`src/rtl/lm_sm_sequencer_pkg.sv`:
```
// Shared definitions for the LM/SM micro-op sequencer: opcodes, FSM states
// and the micro-op packing helper used by both the sequencer and decode.
package lm_sm_sequencer_pkg;

  localparam int unsigned OPC_W = 4;

  localparam logic [OPC_W-1:0] OPC_LM_DEF = 4'b0110;
  localparam logic [OPC_W-1:0] OPC_SM_DEF = 4'b0111;
  localparam logic [OPC_W-1:0] OPC_LW_DEF = 4'b0100;
  localparam logic [OPC_W-1:0] OPC_SW_DEF = 4'b0101;

  // Widest supported instruction / field so the helper can serve any parameter set
  localparam int unsigned MAX_DATA_W  = 64;
  localparam int unsigned MAX_FIELD_W = 32;

  typedef enum logic {
    ST_IDLE = 1'b0,
    ST_SEQ  = 1'b1
  } seq_state_e;

  // Layout: {opc, rA, rB, offset}, MSB first; result is right-aligned in 64 bits.
  function automatic logic [MAX_DATA_W-1:0] pack_uop(
    input logic [OPC_W-1:0]       opc,
    input logic [MAX_FIELD_W-1:0] ra,
    input logic [MAX_FIELD_W-1:0] rb,
    input logic [MAX_FIELD_W-1:0] off,
    input int unsigned            reg_aw,
    input int unsigned            data_w
  );
    int unsigned            off_w;
    logic [MAX_DATA_W-1:0]  reg_m;
    logic [MAX_DATA_W-1:0]  off_m;
    logic [MAX_DATA_W-1:0]  word;
    off_w = data_w - OPC_W - 2 * reg_aw;
    reg_m = (64'd1 << reg_aw) - 64'd1;
    off_m = (64'd1 << off_w) - 64'd1;
    word  = ({60'd0, opc} << (data_w - OPC_W))
          | (({32'd0, ra} & reg_m) << (data_w - OPC_W - reg_aw))
          | (({32'd0, rb} & reg_m) << off_w)
          | ({32'd0, off} & off_m);
    return word;
  endfunction

endpackage

```
`src/rtl/lm_sm_sequencer_lsb.sv`:
```
// Lowest-set-bit finder: one-hot of the lowest set bit, its binary index,
// and a flag for an all-zero input vector.
module lsb_onehot_encoder #(
  parameter int unsigned NREGS = 8,
  parameter int unsigned IDX_W = 3
) (
  input  logic [NREGS-1:0] vec_i,
  output logic [NREGS-1:0] onehot_o,
  output logic [IDX_W-1:0] idx_o,
  output logic             zero_o
);

  assign onehot_o = vec_i & (~vec_i + NREGS'(1));
  assign zero_o   = (vec_i == '0);

  // Scan high to low so the lowest set bit wins the last assignment
  always_comb begin
    idx_o = '0;
    for (int i = NREGS - 1; i >= 0; i--) begin
      if (vec_i[i]) begin
        idx_o = IDX_W'(i);
      end else begin
        idx_o = idx_o;
      end
    end
  end

endmodule

```
`src/rtl/lm_sm_sequencer.sv`:
```
// Load/store-multiple sequencer between fetch and IF/ID: expands LM/SM into
// one LW/SW per mask bit (lowest register first) and passes everything else through.
module lm_sm_sequencer
  import lm_sm_sequencer_pkg::*;
#(
  parameter int unsigned      DATA_W = 16,
  parameter int unsigned      NREGS  = 8,
  parameter int unsigned      REG_AW = 3,
  parameter logic [OPC_W-1:0] OPC_LM = OPC_LM_DEF,
  parameter logic [OPC_W-1:0] OPC_SM = OPC_SM_DEF,
  parameter logic [OPC_W-1:0] OPC_LW = OPC_LW_DEF,
  parameter logic [OPC_W-1:0] OPC_SW = OPC_SW_DEF
) (
  input  logic              clk,
  input  logic              reset,
  input  logic [DATA_W-1:0] ir_in,
  input  logic              ir_valid,
  input  logic              stall,
  input  logic              flush,
  output logic [DATA_W-1:0] ir_out,
  output logic              ir_out_valid,
  output logic              hold_fetch,
  output logic              first_multiple,
  output logic              last_multiple,
  output logic              busy
);

  localparam int OFF_W = int'(DATA_W) - int'(OPC_W) - 2 * int'(REG_AW);
  localparam int unsigned OFF_WU = (OFF_W > 0) ? OFF_W : 1;

  if (REG_AW < $clog2(NREGS)) begin : g_bad_reg_aw
    $error("REG_AW too narrow to address NREGS registers");
  end
  if (OFF_W < 1 || (64'd1 << OFF_WU) < 64'(NREGS)) begin : g_bad_off_w
    $error("offset field cannot hold NREGS-1");
  end
  if (DATA_W > MAX_DATA_W || REG_AW > MAX_FIELD_W || OFF_WU > MAX_FIELD_W) begin : g_bad_width
    $error("field widths exceed packing helper limits");
  end

  seq_state_e        state_q, state_d;
  logic [NREGS-1:0]  rem_mask_q, rem_mask_d;
  logic [OFF_WU-1:0] k_q, k_d;
  logic [REG_AW-1:0] base_q, base_d;
  logic              is_store_q, is_store_d;

  logic [OPC_W-1:0]  opc_s;
  logic [REG_AW-1:0] base_in_s;
  logic [NREGS-1:0]  mask_in_s;
  logic              is_lmsm_s;
  logic              in_seq_s;
  logic [NREGS-1:0]  src_mask_s;
  logic [NREGS-1:0]  lsb_oh_s;
  logic [REG_AW-1:0] lsb_idx_s;
  logic              lsb_zero_s;
  logic [NREGS-1:0]  rest_s;
  logic              uop_store_s;
  logic [REG_AW-1:0] uop_base_s;
  logic [OFF_WU-1:0] uop_k_s;
  logic [DATA_W-1:0] uop_s;

  logic [DATA_W-1:0] ir_out_c;
  logic              valid_c;
  logic              hold_c;
  logic              first_c;
  logic              last_c;

  assign opc_s     = ir_in[DATA_W-1 -: OPC_W];
  assign base_in_s = ir_in[DATA_W-OPC_W-1 -: REG_AW];
  assign mask_in_s = ir_in[NREGS-1:0];
  assign is_lmsm_s = ir_valid && ((opc_s == OPC_LM) || (opc_s == OPC_SM));
  assign in_seq_s  = (state_q == ST_SEQ);

  // In SEQ the encoder works on the captured remainder, otherwise on the fresh mask
  assign src_mask_s = in_seq_s ? rem_mask_q : mask_in_s;
  assign rest_s     = src_mask_s & ~lsb_oh_s;

  lsb_onehot_encoder #(
    .NREGS (NREGS),
    .IDX_W (REG_AW)
  ) u_lsb (
    .vec_i    (src_mask_s),
    .onehot_o (lsb_oh_s),
    .idx_o    (lsb_idx_s),
    .zero_o   (lsb_zero_s)
  );

  assign uop_store_s = in_seq_s ? is_store_q : (opc_s == OPC_SM);
  assign uop_base_s  = in_seq_s ? base_q : base_in_s;
  assign uop_k_s     = in_seq_s ? k_q : '0;
  assign uop_s       = DATA_W'(pack_uop(uop_store_s ? OPC_SW : OPC_LW,
                                        32'(lsb_idx_s), 32'(uop_base_s),
                                        32'(uop_k_s), REG_AW, DATA_W));

  // Next-state and output decode; outputs are combinational so pass-through has no latency
  always_comb begin
    state_d    = state_q;
    rem_mask_d = rem_mask_q;
    k_d        = k_q;
    base_d     = base_q;
    is_store_d = is_store_q;
    ir_out_c   = '0;
    valid_c    = 1'b0;
    hold_c     = 1'b0;
    first_c    = 1'b0;
    last_c     = 1'b0;

    case (state_q)
      ST_IDLE: begin
        if (!is_lmsm_s) begin
          ir_out_c = ir_in;
          valid_c  = ir_valid;
        end else if (lsb_zero_s) begin
          valid_c = 1'b0;
        end else begin
          ir_out_c = uop_s;
          valid_c  = 1'b1;
          first_c  = 1'b1;
          if (rest_s == '0) begin
            last_c = 1'b1;
          end else begin
            hold_c = 1'b1;
            if (!stall) begin
              state_d    = ST_SEQ;
              rem_mask_d = rest_s;
              k_d        = OFF_WU'(1);
              base_d     = base_in_s;
              is_store_d = (opc_s == OPC_SM);
            end else begin
              state_d = ST_IDLE;
            end
          end
        end
      end
      ST_SEQ: begin
        ir_out_c = uop_s;
        valid_c  = 1'b1;
        if (rest_s == '0) begin
          last_c = 1'b1;
          if (!stall) begin
            state_d    = ST_IDLE;
            rem_mask_d = '0;
            k_d        = '0;
          end else begin
            state_d = ST_SEQ;
          end
        end else begin
          hold_c = 1'b1;
          if (!stall) begin
            rem_mask_d = rest_s;
            k_d        = k_q + OFF_WU'(1);
          end else begin
            rem_mask_d = rem_mask_q;
          end
        end
      end
      default: begin
        state_d    = ST_IDLE;
        rem_mask_d = '0;
        k_d        = '0;
      end
    endcase

    // Flush overrides everything, including stall
    if (flush) begin
      valid_c    = 1'b0;
      hold_c     = 1'b0;
      first_c    = 1'b0;
      last_c     = 1'b0;
      state_d    = ST_IDLE;
      rem_mask_d = '0;
      k_d        = '0;
    end else begin
      valid_c = valid_c;
    end
  end

  // Sequencer state registers
  always_ff @(posedge clk or posedge reset) begin
    if (reset) begin
      state_q    <= ST_IDLE;
      rem_mask_q <= '0;
      k_q        <= '0;
      base_q     <= '0;
      is_store_q <= 1'b0;
    end else begin
      state_q    <= state_d;
      rem_mask_q <= rem_mask_d;
      k_q        <= k_d;
      base_q     <= base_d;
      is_store_q <= is_store_d;
    end
  end

  assign ir_out         = reset ? '0   : ir_out_c;
  assign ir_out_valid   = reset ? 1'b0 : valid_c;
  assign hold_fetch     = reset ? 1'b0 : hold_c;
  assign first_multiple = reset ? 1'b0 : first_c;
  assign last_multiple  = reset ? 1'b0 : last_c;
  assign busy           = reset ? 1'b0 : in_seq_s;

endmodule
```
`config.mk`:
```
export PLATFORM = sky130hd
export DESIGN_NAME = lm_sm_sequencer
export DESIGN_NICKNAME = d
export VERILOG_FILES = /design/src/rtl/lm_sm_sequencer_pkg.sv /design/src/rtl/lm_sm_sequencer_lsb.sv /design/src/rtl/lm_sm_sequencer.sv
export SDC_FILE = /design/constraint.sdc
export NUM_CORES = 1
export LEC_CHECK = 0
export CAP_MARGIN = 20
export CORE_MARGIN = 1.5
export CORE_UTILIZATION = 45
export CTS_CLUSTER_DIAMETER = 100
export DETAILED_ROUTE_END_ITERATION = 10
export PLACE_DENSITY = 0.74
export SLEW_MARGIN = 20
export SYNTH_ARGS = -nofsm -noshare
export SYNTH_HDL_FRONTEND = slang
export SYNTH_SLANG_ARGS = --single-unit
```
`constraint.sdc`:
```
create_clock -name clk -period 6.5 [get_ports clk]
set_input_delay 0.975 -clock clk [delete_from_list [all_inputs] [get_ports clk]]
set_output_delay 0.975 -clock clk [all_outputs]
set_load 0.02 [all_outputs]
```
* Yosys cells after proc, flatten, opt, wreduce, memory -nomap -nowiden *
Cells that the tools add are included.
Widths: inputs -> output; s select.

operators by class
  bitwise logic cells = 11
  $add $sub $neg = 2
  eq/ne operators = 8
  multiplexer cells = 64
  reductions and logical operators = 7

operators with widths
  cell                 number
  $mux 8               8
  $mux 6               9
  $mux 16              2
  $pmux 16 s2          1
  $mux 1               28
  $mux 3               9
  $and 8x8->8          2
  $logic_not 8->1      2
  $not 8->8            2
  $pmux 8 s2           1
  $mux 15              1
  $ne 3x3->1 const B   5
  $or 15x12->15        1
  $or 15x6->15         1
  $or 15x9->15         1
  $pmux 6 s2           1
  $reduce_and 5->1     2
  $add 8x1->8 const B  1
  $eq 4x3->1 const B   2
  $pmux 1 s2           4
  $add 6x1->6 const B  1
  $ne 4x4->1 const B   1
  $not 1->1            4
  $reduce_and 4->1     1
  2 further kinds      2

storage, ports and cells
  output and inout port bits = 21
  flip-flop bits (word level) = 19

* Logic depth before layout (Yosys ltp) *
Gate-level depths: netlist of the first run.

  depth in word-level cells = 16
  mapped depth = 9

* Cells and area by module *
Synthesis of the first run repeated with hierarchy kept, for this count alone.

second synthesis, totals
  cells, all modules = 197
  area total of the unflattened synthesis = 1600.3 µm²

modules (own cells, without submodules)
  module              cells an instance  area an instance (µm²)  seq. area each (µm²)  instances
  lm_sm_sequencer     175                1447.6                  475.5                 1
  lsb_onehot_encoder  22                 152.6                   0.0                   1

* Worst setup path after synthesis of the first run *
Ideal clock, no wire load.

  path kind = input port to output port
  start point = in ir_in[2]
  end point = out last_multiple
  setup slack = 2.842 ns
  buffers on the path = 0
  data required time = 5.525 ns
  arrival = 2.683 ns
  stages = 5
  cell sequence = mux2_2 > maj3_1 > nor3_2 > o21ai_0 > nor4_1

between the ends
  cells in the longest elaborated chain, start to end = 13
  elaborated cells between the ends (all ways) = 14
  classes of those cells = add/sub: 1; mux: 7; bitwise: 4; reduce/logical: 2

ends and longest elaborated chain
  what             line                                            source
  from (decl)      lm_sm_sequencer.sv:16                           input logic [DATA_W-1:0] ir_in,
  $mux 8 *         lm_sm_sequencer.sv:75                           assign src_mask_s = in_seq_s ? rem_mask_q : mask_in_s;
  $not 8->8        lm_sm_sequencer_lsb.sv:13                       assign onehot_o = vec_i & (~vec_i + NREGS'(1));
  $add 8x1->8      lm_sm_sequencer_lsb.sv:13
  $and 8x8->8      lm_sm_sequencer_lsb.sv:13
  $not 8->8        lm_sm_sequencer.sv:76                           assign rest_s = src_mask_s & ~lsb_oh_s;
  $and 8x8->8      lm_sm_sequencer.sv:76
  $logic_not 8->1  lm_sm_sequencer.sv:119, lm_sm_sequencer.sv:138
  $mux 1           lm_sm_sequencer.sv:119, lm_sm_sequencer.sv:138
  $mux 1           lm_sm_sequencer.sv:113                          end else if (lsb_zero_s) begin
  $mux 1           lm_sm_sequencer.sv:110                          if (!is_lmsm_s) begin
  $pmux 1 s2 *     lm_sm_sequencer.sv:108                          case (state_q)
  $mux 1 *         lm_sm_sequencer.sv:165                          if (flush) begin
  $mux 1 *         lm_sm_sequencer.sv:199                          assign last_multiple = reset ? 1'b0 : last_c;
  to (decl)        lm_sm_sequencer.sv:24                           output logic last_multiple,

Mark *: on every way between the ends. The rest lies on a longest branch, timed or not.

* Worst setup path in the final report of the first run *
  start point = in ir_in[5]
  end point = out ir_out[10]

between the ends
  cells in the longest elaborated chain, start to end = 14
  elaborated cells between the ends (all ways) = 15
  classes of those cells = mux: 11; bitwise: 3; reduce/logical: 1

ends and longest elaborated chain
  what                  line                       source
  $mux 8 *              lm_sm_sequencer.sv:75
  $mux 3 (6 in series)  lm_sm_sequencer_lsb.sv:20  if (vec_i[i]) begin
  $or 15x12->15         lm_sm_sequencer_pkg.sv:38  | (({32'd0, ra} & reg_m) << (data_w - OPC_W - reg_aw))
  $or 15x9->15          lm_sm_sequencer_pkg.sv:39  | (({32'd0, rb} & reg_m) << off_w)
  $or 15x6->15          lm_sm_sequencer_pkg.sv:40  | ({32'd0, off} & off_m);
  $mux 15               lm_sm_sequencer.sv:113
  $mux 16               lm_sm_sequencer.sv:110
  $pmux 16 s2 *         lm_sm_sequencer.sv:108
  $mux 16 *             lm_sm_sequencer.sv:195     assign ir_out = reset ? '0 : ir_out_c;
  to (decl)             lm_sm_sequencer.sv:20      output logic [DATA_W-1:0] ir_out,

Marks and branches as above.

==> results of run 1 <==
worst max-delay path: cells and delay by family:
kind            cells  cell delay (ns)
simple gates        4             1.21
compound gates      2             0.49
buf+inv             2             1.05
power by group through the flow:
stage / logic [mW] / clock network, mW / registers (mW)
2_1_floorplan: 0.0574 / 0 / 0.131
3_3_place_gp: 0.0942 / 0 / 0.134
3_5_place_dp: 0.0947 / 0 / 0.134
4_1_cts: 0.0949 / 0.0854 / 0.132
5_1_grt: 0.103 / 0.0896 / 0.133
6_report: 0.0954 / 0.0856 / 0.132
registers in the layout, indices dropped and copies added (netlist names):
name        flops
in_seq_s        1
is_store_q      1
rem_mask_q      8
k_q             6
base_q          3
layout make-up:
class                           count  area [sq um]
Sequential cell                    19           475
Tap cell                           48          60.1
Inverter                            5          18.8
Multi-Input combinational cell    162          1120
Timing Repair Buffer               42           418
Fill cell                         353          1500
Clock buffer                        4          45.0
path summary, 6_finish.rpt:
kind,endpoint,slack (ns),start,cells past startpoint
worst max-delay path,ir_out[10],1.81,ir_in[5],8
worst min-delay path,base_q[0],0.52,base_q[0],1
worst max register to register,rem_mask_q[6],3.42,in_seq_s,7
worst min register to register,base_q[0],0.52,base_q[0],1
max in group asynchronous,k_q[3],4.24,reset,2
min in group asynchronous,base_q[1],1.75,reset,2
through the flow:
stage / utilization [%] / setup slack (ns) / instance area (sq um) / hold WS, ns
2_1_floorplan: - / 2.84 / 1690 / 0.482
3_3_place_gp: 57.5 / 1.83 / 2090 / 0.498
3_5_place_dp: 57.5 / 1.84 / 2090 / 0.499
4_1_cts: 58.7 / 1.83 / 2130 / 0.519
5_1_grt: 58.7 / 1.69 / 2130 / 0.533
6_report: 58.7 / 1.81 / 2130 / 0.519
metal layers:
metal / up-vias / wire length, microns
li1: 813 / -
met1: 847 / 2230
met2: 54 / 2340
met3: 10 / 315
met4: 0 / 110
met5: - / 0
synth_stat cells, drive strengths merged, types with 3 or more instances:
library cell / count
nor3: 12
dfrtp: 19
a22oi: 3
nor4: 4
mux2i: 4
a21o: 4
a221oi: 4
nor2b: 5
mux2: 9
nor3b: 3
clkbuf: 9
a21oi: 22
buf: 3
o21ai: 6
nand3: 11
or4: 5
nand2: 15
inv: 5
nor2: 21
cell families (layout without fill, tap and decap cells):
kind of cell / count (synthesis) / after routing / synth area share [%]
muxes: 13 / 13 / 9.49
and+or+nand+nor: 88 / 88 / 28.2
AOI/OAI and AO/OA: 58 / 58 / 26.5
DFF: 19 / 19 / 28.2
adders and majority gates: 3 / 3 / 1.93
buffers and inverters: 17 / 51 / 5.63
==> summary.md, run 1 <==
| Metric | Value |
|---|---|
| Global-route met2 utilization | `40.0%` |
| Antenna-violating nets left | `0` |
| Vertical extent of the die | `~64 microns` |
| DRC errors left | `0` |
| Worst-case headroom to the max-slew limit | `a little over two fifths` |
| Worst-case clock buffer depth | `2` |
| Endpoints failing setup | `0` |
| Wire length of the first global-routing pass | `approximately 8 mm` |
| Final antenna diode count | `0` |
| NumNets Final | `roughly 260` |
| Die extent in x | `64.2 microns` |
| Class of the tightest hold or removal check | `register to register` |
| Number of nets in the synthesized netlist | `220` |
| Most frequent cells in the layout | `clkdlybuf4s50_1 (41), nor2_1 (20), dfrtp_1 (19), a21oi_1 (18), nand2_1 (15)` |
| Layout Skew | `0.00363 ns` |
| Hold-fix buffers at CTS | `0` |
| Synth top area share | `28.2%` |
| Net switching power of the design | `between 0.09 and 0.1 mW` |
| Weighted congestion reported at the end of routability-driven placement | `~0.99` |
| Number of synthesized flops with an enable pin | `0` |
| Post-route non-filler standard cell count | `between 200 and 300` |
| Actual slew at the worst max-slew pin | `between 0.8 and 0.9 ns` |
| Unrepaired setup endpoints after global routing | `no` |
| Quantity of gates resized following cts | `0` |
| Detailed Place HPWL | `between 3 and 4 mm` |
| Fraction of final layout cells with drive strength greater than 1 | `a little over an eighth` |
| Total routing resource utilization after global routing | `about a quarter` |
| Clock sink total | `19` |
| Yosys warning count | `0` |
| Count of maximum capacitance violations | `0` |
| Count of distinct cell types in the synthesized netlist | `55` |
| Critical Path End Type | `output pin` |
| Portion of the post-synthesis area used by sequential elements | `between 20% and 30%` |
| Power per unit of standard cell area | `around 150 nW/um^2` |
| GR Util met3 | `roughly 4.8%` |
| WS Path Type | `input pin to output pin` |
| Worst Path Arrival | `about 3.7 ns` |
| Total power of the final layout | `around 0.31 mW` |
| Max-slew violation count | `0` |
| Cell internal pwr | `roughly 0.22 mW` |
| Leakage power | `about 0.88 nW` |
| DR WL/cell | `17.8 microns` |
| Startpoint kind of the worst setup timing path | `input pin` |
| Number of port buffers | `between 40 and 50` |
| Switching part of the total power | `roughly 31%` |
| Result of the run | `finished clean` |
| Clk Latency, worst-skew pair | `approximately 0.26 ns` |
| Initial cell density of the core | `approximately 46%` |
| Average vias per placed instance | `approximately 6.2` |
| Number of global-route vias before repair | `about 1700` |
| Most numerous cell on the critical path | `clkdlybuf4s50_1` |
| Biggest area consumer among synthesized cells | `dfrtp_1` |
| Critical Path RT | `roughly 5.5 ns` |
| Setup bufs post-CTS | `0` |
| DRT iter0 DRCs | `~120` |
| Relative contribution of the clock network to total power | `a little over a quarter` |
| Largest voltage drop on the vdd net | `slightly below 0.07 mV` |
| Mean post-synth cell area | `~8.5 sq um` |
| Signed area change from the synthesized netlist to the final layout | `26.5%` |
| Io pins | `42` |
| CTS tree | `done` |
| Clock root buffer master | `clkbuf_8` |
| Number of instances in the synthesized netlist | `198` |
| Clock Pin Slew Worst Setup and Hold Paths | `0.07 ns` |
| Predominant post-synthesis flop cell | `dfrtp_1` |
| Share of total power in sequential cells | `a little over two fifths` |
| Number of clock buffers inserted by TritonCTS | `3` |
| Final Hold Violating Endpoints | `0` |
| Period minus WS final | `around 4.7 ns` |
| Busiest layer in global routing | `met2` |
| Async set-or-reset flop fraction in the synthesized netlist | `100%` |
| Worst Path Max Fanout | `7` |
| Number of antenna violations at the first check in global routing | `0` |
| Grt ovf | `0` |
| Max frequency | `around 210 MHz` |
| Biggest area contributors in the synthesized netlist | `dfrtp_1 (28%), a21oi_1 (5.3%), nor2_1 (4.4%)` |
| Detailed-routing iteration count for the pre-antenna-repair pass | `4` |
| Area of the die | `~4100 sq um` |
| Floorplan core area | `roughly 3600 sq um` |
| Overall via count from detail_route | `around 1700` |
| Number of instances in the placed design | `276` |
| Final setup TNS | `0 ns` |
| Post-synthesis register bit count | `19` |
| Delay contributed by the slowest stage of the critical path | `0.57 ns` |
| Fin crit share | `about 72%` |
| Number of H-tree branching levels | `1` |
| Post-Synthesis Cell Area | `~1700 sq um` |
| GR Util met1 | `between 30% and 40%` |
| Aggregate routed wire length | `4.99 mm` |
| Largest net degree at the start of global routing | `25` |
| Chain of cells forming the critical path | `clkdlybuf4s50_1, nor3_1, nor2_4, o311a_1, nor2_1, or3_1, a21oi_1, clkdlybuf4s50_1` |
| Most common cell after layout, fill and taps aside | `clkdlybuf4s50_1` |
| Slowest cell on the critical path | `clkdlybuf4s50_1` |
| Number of rows in the core area | `22` |
| Comb pwr share | `30.5%` |
(Power assumes the default switching activity.)
==> inputs of run 2 (changes only) <==
Settings changed: PLACE_DENSITY 0.74 to 0.77.
Clock period 6.5 ns to 4.3 ns, I/O delays scaled along.
==> summary.md, run 2 (synthesis results as in run 1) <==
| Metric | Value |
|---|---|
| Aggregate routed wire length | `5.01 mm (was 4.99 mm)` |
| Endpoints failing setup | `0 (unchanged)` |
| Final setup TNS | `0 ns (unchanged)` |
| Die extent in x | `64.2 microns (unchanged)` |
| Leakage power | `0.914 nW (was 0.882 nW)` |
| Cells on Worst Hold Path | `1 (unchanged)` |
| Largest voltage drop on the vdd net | `0.131 mV (was 0.0691 mV)` |
| Reg2reg setup slack | `1.43 ns (was 3.42 ns)` |
| R2r startpoint | `in_seq_s (unchanged)` |
| NumNets Final | `262 (was 255)` |
| Period minus WS final | `about 4 ns` |
| Clock Pin Slew Worst Setup and Hold Paths | `0.07 ns (about the same)` |
| Largest net degree at the start of global routing | `23 (was 25)` |
| Fraction of final layout cells with drive strength greater than 1 | `15.9% (was 13.4%)` |
| Worst-case headroom to the max-slew limit | `58.9% (was 42.7%)` |
| Result of the run | `finished clean (unchanged)` |
| Largest register by flop count | `rem_mask_q (unchanged)` |
| DR WL/cell | `17.5 microns (was 17.8 microns)` |
| Number of H-tree branching levels | `1 (unchanged)` |
| Actual slew at the worst max-slew pin | `0.616 ns (was 0.859 ns)` |
| Cell family with most CP delay | `simple AND/OR/NAND/NOR gates (unchanged)` |
| Overall via count from detail_route | `1730 (was 1724)` |
| R2R cell count | `8 (was 7)` |
| Net switching power of the design | `0.151 mW (was 0.0976 mW)` |
| Max-slew violation count | `0 (unchanged)` |
| DRT iter0 DRCs | `82 (was 115)` |
| Critical Path End Type | `output pin (unchanged)` |
| Average vias per placed instance | `6.03 (was 6.16)` |
| Io pins | `42 (unchanged)` |
| Max FFs per register | `8 (unchanged)` |
| Largest registers | `rem_mask_q (8), k_q (6), base_q (3) (unchanged)` |
| Floorplan core area | `3630 sq um (unchanged)` |
| Number of global-route vias before repair | `1700 (was 1657)` |
| Number of antenna violations at the first check in global routing | `0 (unchanged)` |
| WS Path Type | `register to output pin (was input pin to output pin)` |
| Grt ovf | `0 (unchanged)` |
| Layout Skew | `0.00493 ns (was 0.00363 ns)` |
| Origin of the worst min-delay path | `base_q[0] (unchanged)` |
| Area of the die | `4130 sq um (unchanged)` |
| Total power of the final layout | `0.480 mW (was 0.313 mW)` |
| Max frequency | `253 MHz` |
| Signed area change from the synthesized netlist to the final layout | `29.6% (was 26.5%)` |
| Worst Path Max Fanout | `22 (was 7)` |
| Relative contribution of the clock network to total power | `27.4% (about the same)` |
| Worst-case clock buffer depth | `2 (unchanged)` |
| Detailed-routing iteration count for the pre-antenna-repair pass | `4 (unchanged)` |
| Number of port buffers | `41 (unchanged)` |
| Switching part of the total power | `31.4% (was 31.2%)` |
| Number of clock buffers inserted by TritonCTS | `3 (unchanged)` |
| Detailed Place HPWL | `3.73 mm (was 3.58 mm)` |
| Fin crit share | `about nine tenths` |
| Chain of cells forming the critical path | `buf_4, nor3b_2, nor2_4, nor3_2, o21ai_0, nor4_1, clkdlybuf4s50_1 (was clkdlybuf4s50_1, nor3_1, nor2_4, o311a_1, nor2_1, or3_1, a21oi_1, clkdlybuf4s50_1)` |
| Quantity of gates resized following cts | `0 (unchanged)` |
| Initial cell density of the core | `46.5% (unchanged)` |
| Unrepaired setup endpoints after global routing | `no (unchanged)` |
| R2r endpoint | `rem_mask_q[6] (unchanged)` |
| Final Hold Violating Endpoints | `0 (unchanged)` |
| Worst Path Arrival | `3.31 ns (was 3.71 ns)` |
| Clk Latency, worst-skew pair | `0.27 ns (was 0.26 ns)` |
| Slowest cell on the critical path | `dfrtp_1 (was clkdlybuf4s50_1)` |
| Clock sink total | `19 (unchanged)` |
| Critical Path RT | `3.65 ns (was 5.52 ns)` |
| Worst path buffer plus inverter count | `2 (unchanged)` |
| Startpoint kind of the worst setup timing path | `register (was input pin)` |
| Power per unit of standard cell area | `219 nW/um^2 (was 146 nW/um^2)` |
| Antenna-violating nets left | `0 (unchanged)` |
| DRC errors left | `0 (unchanged)` |
| Weighted congestion reported at the end of routability-driven placement | `0.955 (was 0.992)` |
| Share of total power in sequential cells | `41.4% (was 42.1%)` |
| Wire length of the first global-routing pass | `8.19 mm (was 8.09 mm)` |
| Vertical extent of the die | `64.2 microns (unchanged)` |
| Most frequent cells in the layout | `clkdlybuf4s50_1 (41), nor2_1 (20), dfrtp_1 (19), a21oi_1 (18), nand2_1 (15) (unchanged)` |
| Count of maximum capacitance violations | `0 (unchanged)` |
| Delay contributed by the slowest stage of the critical path | `0.74 ns (was 0.57 ns)` |
| Class of the tightest hold or removal check | `register to register (unchanged)` |
| Number of rows in the core area | `22 (unchanged)` |
| Setup bufs post-CTS | `0 (unchanged)` |
| Cell internal pwr | `0.329 mW (was 0.215 mW)` |
| End point of the worst hold path | `base_q[0] (unchanged)` |
| Most common cell after layout, fill and taps aside | `clkdlybuf4s50_1 (unchanged)` |
| Total routing resource utilization after global routing | `26.1% (was 25.2%)` |
| CTS tree | `done (unchanged)` |
| Final antenna diode count | `0 (unchanged)` |
| Hold-fix buffers at CTS | `0 (unchanged)` |
| Clock root buffer master | `clkbuf_8 (unchanged)` |
| Comb pwr share | `31.2% (was 30.5%)` |
-- run 2: changes by cell type in the layout (fill, tap and decap cells not counted) --
cell,change
buf_4,+7
-- run 2: metrics by stage --
stage / hold WS, ns / setup WS (ns) / cells / util (%) / area [sq um]
after detailed placement: 0.500 / 0.483 / 283 / 59.0 / 2140
after floorplan: 0.482 / 1.30 / 198 / - / 1690
after global placement: 0.493 / 0.482 / 283 / 59.0 / 2140
after CTS: 0.521 / 0.379 / 287 / 60.2 / 2190
final: 0.519 / 0.346 / 287 / 60.2 / 2190
after global routing: 0.546 / 0.168 / 287 / 60.2 / 2190
-- run 2: layout make-up --
| class | count | area, sq um |
|---|---|---|
| inverter | 5 | 18.8 |
| multi-input combinational | 162 | 1120 |
| tap | 48 | 60.1 |
| clock buffer | 4 | 45.0 |
| sequential | 19 | 475 |
| timing repair buffer | 49 | 470 |
| fill | 354 | 1450 |
-- run 2: worst max path at each step --
stage	startpoint	endpoint	slack [ns]	cells past startpoint
after floorplan	ir_in[2]	last_multiple	1.30	5
after global placement	ir_in[2]	last_multiple	0.48	7
after detailed placement	ir_in[2]	last_multiple	0.48	7
after CTS	in_seq_s	last_multiple	0.38	7
after global routing	in_seq_s	last_multiple	0.17	7
final	in_seq_s	last_multiple	0.35	7
-- run 2: worst register-to-register path: stages (launching register included) --
cell	delay, ns
dfrtp_1	0.74
buf_4	0.37
nor3b_2	0.34
nor2_4	0.10
o311ai_2	0.36
buf_4	0.20
a21oi_2	0.08
nand2_1	0.21
mux2_2	0.36
-- run 2: metal layers --
| layer | part of all wire (%) | global-route usage [%] | vias to the layer above |
|---|---|---|---|
| met5 | 0 | 0 | - |
| met1 | 43 | 33.9 | 818 |
| met4 | 2.8 | 13.6 | 0 |
| li1 | - | - | 831 |
| met2 | 47 | 42.8 | 70 |
| met3 | 6.7 | 2.46 | 11 |
-- run 2: power groups by stage --
| stage | Sequential (mW) | Combinational (mW) | Clock, mW |
|---|---|---|---|
| global route | 0.200 | 0.162 | 0.143 |
| finish | 0.198 | 0.150 | 0.131 |
| detailed placement | 0.201 | 0.149 | 0 |
| global placement | 0.201 | 0.148 | 0 |
| floorplan | 0.199 | 0.0867 | 0 |
| CTS | 0.198 | 0.150 | 0.136 |
==> inputs of run 3 (changes only) <==
Settings changed: CORE_UTILIZATION 45 to 44, GPL_TIMING_DRIVEN set to 0, PLACE_DENSITY 0.77 to 0.76, SYNTH_HIERARCHICAL set to 1.
==> summary.md, run 3 <==
| Metric | Value |
|---|---|
| Detailed Place HPWL | `3.35 mm (was 3.73 mm)` |
| R2r startpoint | `in_seq_s (unchanged)` |
| Overall via count from detail_route | `1592 (was 1730)` |
| Total power of the final layout | `0.425 mW (was 0.480 mW)` |
| Actual slew at the worst max-slew pin | `0.808 ns (was 0.616 ns)` |
| Grt ovf | `0 (unchanged)` |
| Mean post-synth cell area | `8.12 sq um (was 8.52 sq um)` |
| Most frequent cells in the layout | `clkdlybuf4s50_1 (39), nor2_1 (23), dfrtp_1 (19), nand2_1 (13) (was clkdlybuf4s50_1 (41), nor2_1 (20), dfrtp_1 (19), a21oi_1 (18), nand2_1 (15))` |
| Number of rows in the core area | `21 (was 22)` |
| Worst-case clock buffer depth | `2 (unchanged)` |
| Biggest area consumer among synthesized cells | `dfrtp_1 (unchanged)` |
| DRT iter0 DRCs | `123 (was 82)` |
| Worst Path Max Fanout | `10 (was 22)` |
| Clock Pin Slew Worst Setup and Hold Paths | `0.11 ns (was 0.07 ns)` |
| Slowest cell on the critical path | `clkdlybuf4s50_1 (was dfrtp_1)` |
| Result of the run | `finished clean (unchanged)` |
| Async set-or-reset flop fraction in the synthesized netlist | `100% (unchanged)` |
| Leakage power | `0.882 nW (was 0.914 nW)` |
| Number of global-route vias before repair | `1493 (was 1700)` |
| Critical Path RT | `3.65 ns (about the same)` |
| Critical Path End Type | `output pin (unchanged)` |
| Fin area | `2100 sq um (was 2190 sq um)` |
| Weighted congestion reported at the end of routability-driven placement | `0.885 (was 0.955)` |
| Number of instances in the synthesized netlist | `197 (was 198)` |
| Count of distinct cell types in the synthesized netlist | `44 (was 55)` |
| Max-slew violation count | `0 (unchanged)` |
| Clk Latency, worst-skew pair | `0.30 ns (was 0.27 ns)` |
| Antenna-violating nets left | `0 (unchanged)` |
| Fin crit share | `96.0% (was 91.9%)` |
| Largest net degree at the start of global routing | `22 (was 23)` |
| NumNets Final | `264 (was 262)` |
| Class of the tightest hold or removal check | `register to register (unchanged)` |
| Detailed-routing iteration count for the pre-antenna-repair pass | `4 (unchanged)` |
| Portion of the post-synthesis area used by sequential elements | `29.7% (was 28.2%)` |
| Number of antenna violations at the first check in global routing | `0 (unchanged)` |
| Wire length of the first global-routing pass | `7.18 mm (was 8.19 mm)` |
| Most frequent cell after synthesis | `nor2_1 (unchanged)` |
| Unrepaired setup endpoints after global routing | `no (unchanged)` |
| DRC errors left | `0 (unchanged)` |
| Largest registers | `rem_mask_q (8), k_q (6), base_q (3) (unchanged)` |
| Fraction of final layout cells with drive strength greater than 1 | `12.4% (was 15.9%)` |
| Predominant post-synthesis flop cell | `dfrtp_1 (unchanged)` |
| Endpoints failing setup | `0 (unchanged)` |
| Max frequency | `242 MHz (was 253 MHz)` |
| Final Hold Violating Endpoints | `0 (unchanged)` |
| Period minus WS final | `4.13 ns (was 3.95 ns)` |
| Synth top area share | `29.7% (was 28.2%)` |
| Delay contributed by the slowest stage of the critical path | `0.55 ns (was 0.74 ns)` |
| Layout Skew | `0.00282 ns (was 0.00493 ns)` |
| Worst path buffer plus inverter count | `4 (was 2)` |
| Most frequent cells after synthesis | `nor2_1 (24), dfrtp_1 (19), nand2_1 (13) (was nor2_1 (20), dfrtp_1 (19), a21oi_1 (18))` |
| Initial cell density of the core | `46.8% (was 46.5%)` |
| Largest voltage drop on the vdd net | `0.126 mV (was 0.131 mV)` |
| Worst setup startpoint | `ir_in[3] (was in_seq_s)` |
| Count of maximum capacitance violations | `0 (unchanged)` |
| Clock sink total | `19 (unchanged)` |
| Number of port buffers | `40 (was 41)` |
| Cell Area, Placed | `2060 sq um (was 2140 sq um)` |
| DR WL/cell | `15.4 microns (was 17.5 microns)` |
| Chain of cells forming the critical path | `clkdlybuf4s50_1, mux2i_1, inv_1, nor4_4, and3_2, o22ai_1, nor4_2, clkbuf_4, nor4_1, clkdlybuf4s50_1 (was buf_4, nor3b_2, nor2_4, nor3_2, o21ai_0, nor4_1, clkdlybuf4s50_1)` |
| Number of H-tree branching levels | `1 (unchanged)` |
| Signed area change from the synthesized netlist to the final layout | `31.0% (was 29.6%)` |
| Worst Path Arrival | `3.48 ns (was 3.31 ns)` |
| Largest register by flop count | `rem_mask_q (unchanged)` |
| Clock root buffer master | `clkbuf_4 (was clkbuf_8)` |
| Power per unit of standard cell area | `203 nW/um^2 (was 219 nW/um^2)` |
| Cell family with most CP delay | `buffers and inverters (was simple AND/OR/NAND/NOR gates)` |
| Io pins | `42 (unchanged)` |
| Layout Utilization | `61.4% (was 60.2%)` |
| Most numerous cell on the critical path | `clkdlybuf4s50_1` |
| WS Path Type | `input pin to output pin (was register to output pin)` |
| Startpoint kind of the worst setup timing path | `input pin (was register)` |
| Number of synthesized flops with an enable pin | `0 (unchanged)` |
| Biggest area contributors in the synthesized netlist | `dfrtp_1 (30%), nor2_1 (5.6%), mux2i_1 (5.0%) (was dfrtp_1 (28%), a21oi_1 (5.3%), nor2_1 (4.4%))` |
| Origin of the worst min-delay path | `rem_mask_q[4] (was base_q[0])` |
| Post-synthesis register bit count | `19 (unchanged)` |
| Post-Synthesis Cell Area | `1600 sq um (was 1690 sq um)` |
| CTS tree | `done (unchanged)` |
| Yosys warning count | `6 (was 0)` |
| Average vias per placed instance | `5.55 (was 6.03)` |
| Max FFs per register | `8 (unchanged)` |
| Worst-case headroom to the max-slew limit | `46.1% (was 58.9%)` |
| Number of nets in the synthesized netlist | `219 (was 220)` |
| Vertical extent of the die | `63.3 microns (was 64.2 microns)` |
| Die extent in x | `63.3 microns (was 64.2 microns)` |
| Floorplan core area | `3420 sq um (was 3630 sq um)` |
| Total routing resource utilization after global routing | `22.7% (was 26.1%)` |
| Area of the die | `4010 sq um (was 4130 sq um)` |
| Aggregate routed wire length | `4.41 mm (was 5.01 mm)` |
| Most common cell after layout, fill and taps aside | `clkdlybuf4s50_1 (unchanged)` |
| Final antenna diode count | `0 (unchanged)` |
| Number of clock buffers inserted by TritonCTS | `3 (unchanged)` |
==> run 3: cell types whose count changed after synthesis, sizes merged, moves of 4 or more <==
cell    delta
inv        +7
a221oi     -4
mux2i      +5
a211oi     +4
mux2       -4
a22o       +5
and3       +4
a21oi     -10
==> run 3: timing repair <==
action,in CTS,in global routing
pin swaps,0,2
gates resized for setup,1,4
endpoints found under the setup margin,1,6
setup buffers,0,1
hold buffers,0,0
cloned,0,0
==> run 3: logic make-up (layout without fill, tap and decap cells) <==
kind of cell | count (synthesis) | in the layout | share of synthesized area (%)
buffers and inverters | 25 | 69 | 7.58
adders and majority gates | 1 | 1 | 0.782
AOI/OAI and AO/OA | 42 | 42 | 18.5
and+or+nand+nor | 96 | 96 | 34.0
muxes | 14 | 14 | 9.38
DFF | 19 | 19 | 29.7
==> run 3: metrics by stage <==
step	hold slack [ns]	setup slack (ns)	setup TNS, ns	std cells
after CTS	0.526	0.140	0	287
after global placement	0.488	-0.0256	-0.0256	283
final	0.525	0.174	0	287
after detailed placement	0.495	-0.0763	-0.0763	283
after global routing	0.554	0.00682	0	287
after floorplan	0.473	0.768	0	197
==> run 3: final cells by class <==
cell class / instances / area (sq um)
fill: 339 / 1320
multi-input combinational: 153 / 1010
sequential: 19 / 475
timing repair buffer: 41 / 407
buffer: 12 / 75.1
tap: 46 / 57.6
inverter: 12 / 45.0
clock buffer: 3 / 22.5
clock inverter: 1 / 5.00
==> run 3: final timing paths <==
| check | end | slack, ns | depth (start not counted) |
|---|---|---|---|
| worst max-delay path | hold_fetch | 0.17 | 10 |
| worst min-delay path | rem_mask_q[4] | 0.52 | 1 |
| worst min register to register | rem_mask_q[4] | 0.52 | 1 |
| max in group asynchronous | k_q[4] | 2.99 | 2 |
| min in group asynchronous | k_q[0] | 0.81 | 2 |
| worst max register to register | k_q[1] | 1.24 | 10 |
==> run 3: power breakdown <==
group | total, mW | internal (mW) | switching [mW] | leakage [nW]
clock network | 0.0924 | 0.0347 | 0.0578 | 0.0177
registers | 0.196 | 0.190 | 0.00652 | 0.258
logic | 0.137 | 0.0642 | 0.0723 | 0.606
total | 0.425 | 0.289 | 0.137 | 0.882
==> run 3: layer usage <==
layer	wire [microns]	GRT usage, %	up-vias
met5	0	0	-
met4	24	3.26	0
met3	204	4.29	2
met2	2140	36.7	34
met1	2040	32.1	751
li1	-	-	805
==> run 3: worst reg2reg max path, delay by kind of cell (launching register included) <==
family / cells / cell delay (ns)
DFF: 1 / 0.36
muxes: 2 / 0.63
buffers and inverters: 3 / 0.44
AOI/OAI and AO/OA: 2 / 0.31
and+or+nand+nor: 3 / 1.21
